<file path="src/rtl/cnn1d_pkg.sv">
// cnn1d_pkg: shared types and helpers for the 1-D CNN datapath.
//   relu_mask_t                  - one ReLU derivative bit per sample
//   relu_deriv(data)             - derivative bit of a sign-extended sample
//   RELU_BWD_DEFAULT_LEAK_SHIFT  - default leaky slope exponent (2^-3)
package cnn1d_pkg;

  localparam int RELU_BWD_DEFAULT_LEAK_SHIFT = 3;

  typedef logic relu_mask_t;

  // Callers sign-extend their sample to 64 bits; sign and "non-zero" survive
  // the extension, so one function serves every data width up to 64.
  // Returns 1 for x > 0, 0 for x <= 0.
  function automatic relu_mask_t relu_deriv(input logic [63:0] data);
    return ~data[63] & (|data);
  endfunction

endpackage

</file>
<file path="src/rtl/relu_mask_fifo.sv">
// relu_mask_fifo: 1-bit-wide synchronous FIFO holding ReLU derivative bits.
// Ports:
//   clk, rst          clock, asynchronous active-low reset
//   push, push_bit    write strobe and bit (ignored when full or flushing)
//   pop, pop_bit      read strobe (ignored when empty or flushing), head bit
//   flush             synchronous clear of pointers and count
//   count/full/empty  registered occupancy, valid after each edge
// Full/empty come from the occupancy counter, not a pointer compare, so the
// pointers are plain log2(DEPTH)-bit wrap-around counters.
module relu_mask_fifo
  import cnn1d_pkg::*;
#(
  parameter int DEPTH = 64
) (
  input  logic                       clk,
  input  logic                       rst,
  input  logic                       push,
  input  relu_mask_t                 push_bit,
  input  logic                       pop,
  output relu_mask_t                 pop_bit,
  input  logic                       flush,
  output logic [$clog2(DEPTH+1)-1:0] count,
  output logic                       full,
  output logic                       empty
);

  localparam int AW = $clog2(DEPTH);
  localparam int CW = $clog2(DEPTH + 1);

  relu_mask_t [DEPTH-1:0] mem;
  logic [AW-1:0] wr_ptr;
  logic [AW-1:0] rd_ptr;
  logic [CW-1:0] next_count;
  logic          do_push;
  logic          do_pop;

  assign do_push = push & ~full & ~flush;
  assign do_pop  = pop & ~empty & ~flush;
  assign pop_bit = mem[rd_ptr];

  always_comb begin
    next_count = count;
    case ({do_push, do_pop})
      2'b10:   next_count = count + CW'(1);
      2'b01:   next_count = count - CW'(1);
      default: next_count = count;
    endcase
  end

  // Storage needs no reset: entries are only read after being written.
  always_ff @(posedge clk) begin
    if (do_push) mem[wr_ptr] <= push_bit;
  end

  always_ff @(posedge clk or negedge rst) begin
    if (!rst) begin
      wr_ptr <= '0;
      rd_ptr <= '0;
      count  <= '0;
      full   <= 1'b0;
      empty  <= 1'b1;
    end else if (flush) begin
      wr_ptr <= '0;
      rd_ptr <= '0;
      count  <= '0;
      full   <= 1'b0;
      empty  <= 1'b1;
    end else begin
      if (do_push) wr_ptr <= wr_ptr + AW'(1);
      if (do_pop)  rd_ptr <= rd_ptr + AW'(1);
      count <= next_count;
      full  <= (next_count == CW'(DEPTH));
      empty <= (next_count == '0);
    end
  end

endmodule

</file>
<file path="src/rtl/relu_backward.sv">
// relu_backward: backward pass of a ReLU stage.
// The forward tap records one derivative bit per pre-activation sample
// (1 for x>0) in a mask FIFO; the backward path gates each incoming
// gradient with the oldest stored bit and registers the result.
// Ports:
//   clk, rst                                  clock, async active-low reset
//   fwd_valid_in/fwd_ready_in/fwd_data_in     forward tap
//   grad_valid_in/grad_ready_in/grad_data_in  upstream gradient
//   grad_valid_out/grad_ready_out/grad_data_out  gated gradient (1 reg stage)
//   mask_flush                                synchronous clear of mask FIFO
//   mask_count/mask_full/mask_empty           registered FIFO status
// Build option: RELU_BWD_LEAKY_EN makes masked gradients grad >>> LEAK_SHIFT
// (leaky-ReLU derivative) instead of zero.
//
// Handshakes: a transfer happens on an edge where valid & ready are both 1;
// a valid source holds data stable until that edge, and ready never depends
// on the same interface's valid. There is no bypass: a bit pushed this cycle
// is poppable next cycle at the earliest, and a full FIFO refuses a push
// even when a pop frees a slot in the same cycle.
module relu_backward
  import cnn1d_pkg::*;
#(
  parameter int DATA_WIDTH = 12,
  parameter int MASK_DEPTH = 64,
  parameter int LEAK_SHIFT = RELU_BWD_DEFAULT_LEAK_SHIFT
) (
  input  logic                            clk,
  input  logic                            rst,
  output logic                            fwd_ready_in,
  input  logic                            fwd_valid_in,
  input  logic [DATA_WIDTH-1:0]           fwd_data_in,
  output logic                            grad_ready_in,
  input  logic                            grad_valid_in,
  input  logic [DATA_WIDTH-1:0]           grad_data_in,
  input  logic                            grad_ready_out,
  output logic                            grad_valid_out,
  output logic [DATA_WIDTH-1:0]           grad_data_out,
  input  logic                            mask_flush,
  output logic [$clog2(MASK_DEPTH+1)-1:0] mask_count,
  output logic                            mask_full,
  output logic                            mask_empty
);

`ifdef RELU_BWD_LEAKY_EN
  localparam bit LEAKY = 1'b1;
`else
  localparam bit LEAKY = 1'b0;
`endif

  logic                  stage_free;
  logic                  push;
  logic                  pop;
  relu_mask_t            push_bit;
  relu_mask_t            pop_bit;
  logic [DATA_WIDTH-1:0] leak_grad;
  logic [DATA_WIDTH-1:0] masked_grad;
  logic [DATA_WIDTH-1:0] gated_grad;

  assign stage_free    = grad_ready_out | ~grad_valid_out;
  assign fwd_ready_in  = ~mask_full & ~mask_flush;
  assign grad_ready_in = stage_free & ~mask_empty & ~mask_flush;
  assign push          = fwd_valid_in & fwd_ready_in;
  assign pop           = grad_valid_in & grad_ready_in;

  assign push_bit = relu_deriv({{(64-DATA_WIDTH){fwd_data_in[DATA_WIDTH-1]}}, fwd_data_in});

  // The leak path is a constant-selected mux; in the non-leaky build it
  // folds away and masked gradients are zero.
  assign leak_grad   = $signed(grad_data_in) >>> LEAK_SHIFT;
  assign masked_grad = LEAKY ? leak_grad : '0;
  assign gated_grad  = pop_bit ? grad_data_in : masked_grad;

  relu_mask_fifo #(
    .DEPTH (MASK_DEPTH)
  ) u_mask_fifo (
    .clk      (clk),
    .rst      (rst),
    .push     (push),
    .push_bit (push_bit),
    .pop      (pop),
    .pop_bit  (pop_bit),
    .flush    (mask_flush),
    .count    (mask_count),
    .full     (mask_full),
    .empty    (mask_empty)
  );

  // Output register: load on pop, drop valid once the beat is taken,
  // hold everything while stalled. Flush does not touch this stage.
  always_ff @(posedge clk or negedge rst) begin
    if (!rst) begin
      grad_valid_out <= 1'b0;
      grad_data_out  <= '0;
    end else if (pop) begin
      grad_valid_out <= 1'b1;
      grad_data_out  <= gated_grad;
    end else if (stage_free) begin
      grad_valid_out <= 1'b0;
    end
  end

endmodule

</file>
<file path="config.mk">
export PLATFORM = sky130hd
export DESIGN_NAME = relu_backward
export DESIGN_NICKNAME = d
export VERILOG_FILES = /design/src/rtl/cnn1d_pkg.sv /design/src/rtl/relu_mask_fifo.sv /design/src/rtl/relu_backward.sv
export SDC_FILE = /design/constraint.sdc
export NUM_CORES = 1
export LEC_CHECK = 0
export CAP_MARGIN = 5
export CORE_MARGIN = 2
export CORE_UTILIZATION = 56
export CTS_BUF_LIST = sky130_fd_sc_hd__clkbuf_16
export CTS_CLUSTER_DIAMETER = 80
export DETAILED_ROUTE_END_ITERATION = 16
export GPL_ROUTABILITY_DRIVEN = 0
export PLACE_DENSITY = 0.85
export REMOVE_ABC_BUFFERS = 1
export SYNTH_ARGS = -nofsm -noshare
export SYNTH_HDL_FRONTEND = slang
export SYNTH_SLANG_ARGS = --single-unit
export TNS_END_PERCENT = 5
</file>
<file path="constraint.sdc">
create_clock -name clk -period 4.3 [get_ports clk]
set_clock_uncertainty 0.1 [all_clocks]
set_input_delay 0.86 -clock clk [delete_from_list [all_inputs] [get_ports clk]]
set_output_delay 0.86 -clock clk [all_outputs]
set_load 0.03 [all_outputs]
</file>
==> results.toml <==
[grt]
antenna_found_initial = 0
grt_max_degree = 65
grt_pass1_wl_mm = 15.7
gr-total-overflow = 0
track_usage_pct = 22.9
grt_pass1_vias = 3227

[clocking]
cts_tree = "yes"
clk_latency_ns = 0.34
clock_tree.root_cell = "clkbuf_16"
cts_hold_buffers = 0
numCtsBuffers = 9
ctsResizeCount = 0
cts_setup_buffers = 0
htree_levels = 3
path_clk_slew_ns = 0.06
clock_sinks = 98
cts_buffer_depth = 2

[logic_synthesis]
yosys_warnings = 0
synth.top_cell.area_share_pct = 40.4
ys_seq_elements = 98
synthFlopType = "edfxtp_1"
synth_area_leader_cell = "edfxtp_1"
yosysSeqAreaShare_pct = 58.3
synthesis.area_um2 = 4760
synthArstFlopShare_pct = 34.7
synth.area.top_cells = "edfxtp_1 40%, dfrtp_1 17%, nor2_1 6.9%"
postSynthCellCount = 395
synth.distinct_cells = 57
syn_avg_cell_area_um2 = 12.0
synth-edff-count = 64

[layout]
diodes = 0
fin_area_um2 = 5690
final_cell_mix = "87 x nor2_1, 64 x edfxtp_1, 53 x clkdlybuf4s50_1"
final_net_count = 477
layout-drive-gt1-share_pct = 9.84
area_growth_pct = 19.6
nFillCells = 580
final_common_cell = "nor2_1"

[job]
cap_violations = 0

[worst_setup_path]
critical_path_buf_inv_count = 2
crit_chain = "clkdlybuf4s50_1 > nor2b_1 > and2_0 > inv_1 > ha_1 > xor2_1 > ha_1 > or4b_2 > a21oi_1 > o22ai_1 > xnor2_1 > nor2_1 > o21ai_0"
crit_arrival_ns = 3.78
startpoint_type = "primary input"
cpLargestDelayFamily = "simple AND/OR/NAND/NOR gates"
crit_top_cell = "ha_1"
critPathMaxStageDelay_ns = 0.61
critPathKind = "in2reg"
crit_slowest_cell = "or4b_2"
required_ns = 4.46
worstSetupEndpointType = "flop"
cp_max_fo = 6

[timing]
fin_crit_sh_pct = 84.2
slew_viol_final = 0
finalSetupTns_ns = 0
slew_headroom_pct = 47.4
setup-violations-final = 0
hold_viol_final = 0
rsz0062_at_grt = "false"
tightest_slew_ns = 0.789
fmax_ghz = 0.276
period_minus_slack_ns = 3.62

[routing]
ant_nets = 0
via_count = 3309
first_iter_violations = 212
dr.pass1.iters = 5
wl_mm = 9.80
viasPerCell = 5.99
drc = 0
wl_per_cell_um = 17.8

[place]
postPlaceCellArea_um2 = 5370
dp_hpwl_mm = 6.52
port_buffers = 53

[floorplan]
start_util_pct = 57.9
dieArea_um2 = 9250
die_w_um = 96.2
ios = 54
core_um2 = 8220
die_h_um = 96.2
num_rows = 33

[worst_hold_path]
hp-class = "reg2reg"

[power_and_ir_drop]
leakage_nw = 2.02
ir_drop_mv = 0.244
p_per_area_nw_per_um2 = 418

[outcome]
status = "finished clean"
## worst paths after layout
check | startpoint | end | slack [ns] | cells after the start
max | fwd_valid_in | u_mask_fifo.empty$_DFF_PN1_ | 0.68 | 13
min | grad_data_out[4]$_DFFE_PN0N_ | grad_data_out[4]$_DFFE_PN0N_ | 0.41 | 1
max reg2reg | u_mask_fifo.full$_DFF_PN0_ | u_mask_fifo.empty$_DFF_PN1_ | 1.24 | 12
min reg2reg | grad_data_out[4]$_DFFE_PN0N_ | grad_data_out[4]$_DFFE_PN0N_ | 0.41 | 1
max in group asynchronous | rst | u_mask_fifo.empty$_DFF_PN1_ | 2.94 | 2
min in group asynchronous | rst | grad_valid_out$_DFFE_PN0P_ | 0.83 | 2
## flip-flops by register name (all words and copies together) (netlist names)
register            cells
grad_valid_out          1
u_mask_fifo.empty       1
grad_data_out          12
u_mask_fifo.count       7
u_mask_fifo.mem        64
u_mask_fifo.rd_ptr      6
u_mask_fifo.full        1
u_mask_fifo.wr_ptr      6
## metrics by stage
stage                     util [%]  hold slack (ns)  cells  worst slack, ns  total power, W
after floorplan                  -            0.436    368            0.450         0.00136
after global placement        65.4            0.388    536            0.492         0.00154
after detailed placement      65.4            0.391    536            0.354         0.00155
after CTS                     69.2            0.410    552            0.690         0.00239
after global routing          69.2            0.419    552            0.424         0.00246
final                         69.2            0.407    552            0.678         0.00238
## Yosys cell counts, drive strengths merged (3+ instances only)
cell type   n
nor2       87
edfxtp     64
dfrtp      33
clkbuf     18
mux2i      16
nand2      14
a22o       12
mux4       12
a21oi       9
buf         9
inv         9
nand3       9
nand4       8
xor2        8
nand2b      7
nor2b       7
nor3        6
xnor2       6
ha          5
o21ai       5
a31oi       4
a211oi      3
and3        3
mux2        3
o21a        3
## final cells by class
| type | instances | area, µm² | share of cell area (%) |
|---|---|---|---|
| flip-flops and latches | 98 | 2770 | 48.8 |
| multi-input cells | 261 | 1830 | 32.1 |
| repair buffers | 63 | 606 | 10.6 |
| clock buffers | 9 | 225 | 3.96 |
| well taps | 105 | 131 | 2.31 |
| clock inverters | 7 | 92.6 | 1.63 |
| inverters | 9 | 33.8 | 0.594 |
## cell families (layout without fill, tap and decap cells)
logic type                 after synthesis  in the layout  synth area share (%)
and+or+nand+nor                        161            161                  16.2
xor gates and xnor gates                14             14                  2.58
buffers and inverters                   36             88                  3.60
AOI/OAI and AO/OA                       50             50                  7.81
DFF                                     98             98                  58.3
adders and majority gates                5              5                  1.32
muxes                                   31             31                  10.2
## per-layer routing
metal	wire [µm]	global-route usage, %
met5	0	0
met4	104	8.81
met3	629	4.62
met2	4890	38.0
met1	4180	29.7
## worst reg2reg max path, stage by stage (launching register included)
cell     delay (ns)
dfrtp_1        0.40
nor2b_1        0.15
and2_0         0.18
inv_1          0.09
ha_1           0.23
xor2_1         0.17
ha_1           0.29
or4b_2         0.61
a21oi_1        0.16
o22ai_1        0.12
xnor2_1        0.21
nor2_1         0.08
o21ai_0        0.19
## report_power, final
group          switching (W)  total, W  internal, W
sequential         0.0000480   0.00111      0.00106
combinational       0.000221  0.000421     0.000201
clock               0.000339  0.000848     0.000509
total               0.000608   0.00238      0.00177
Power figures use the tool's default switching activity.
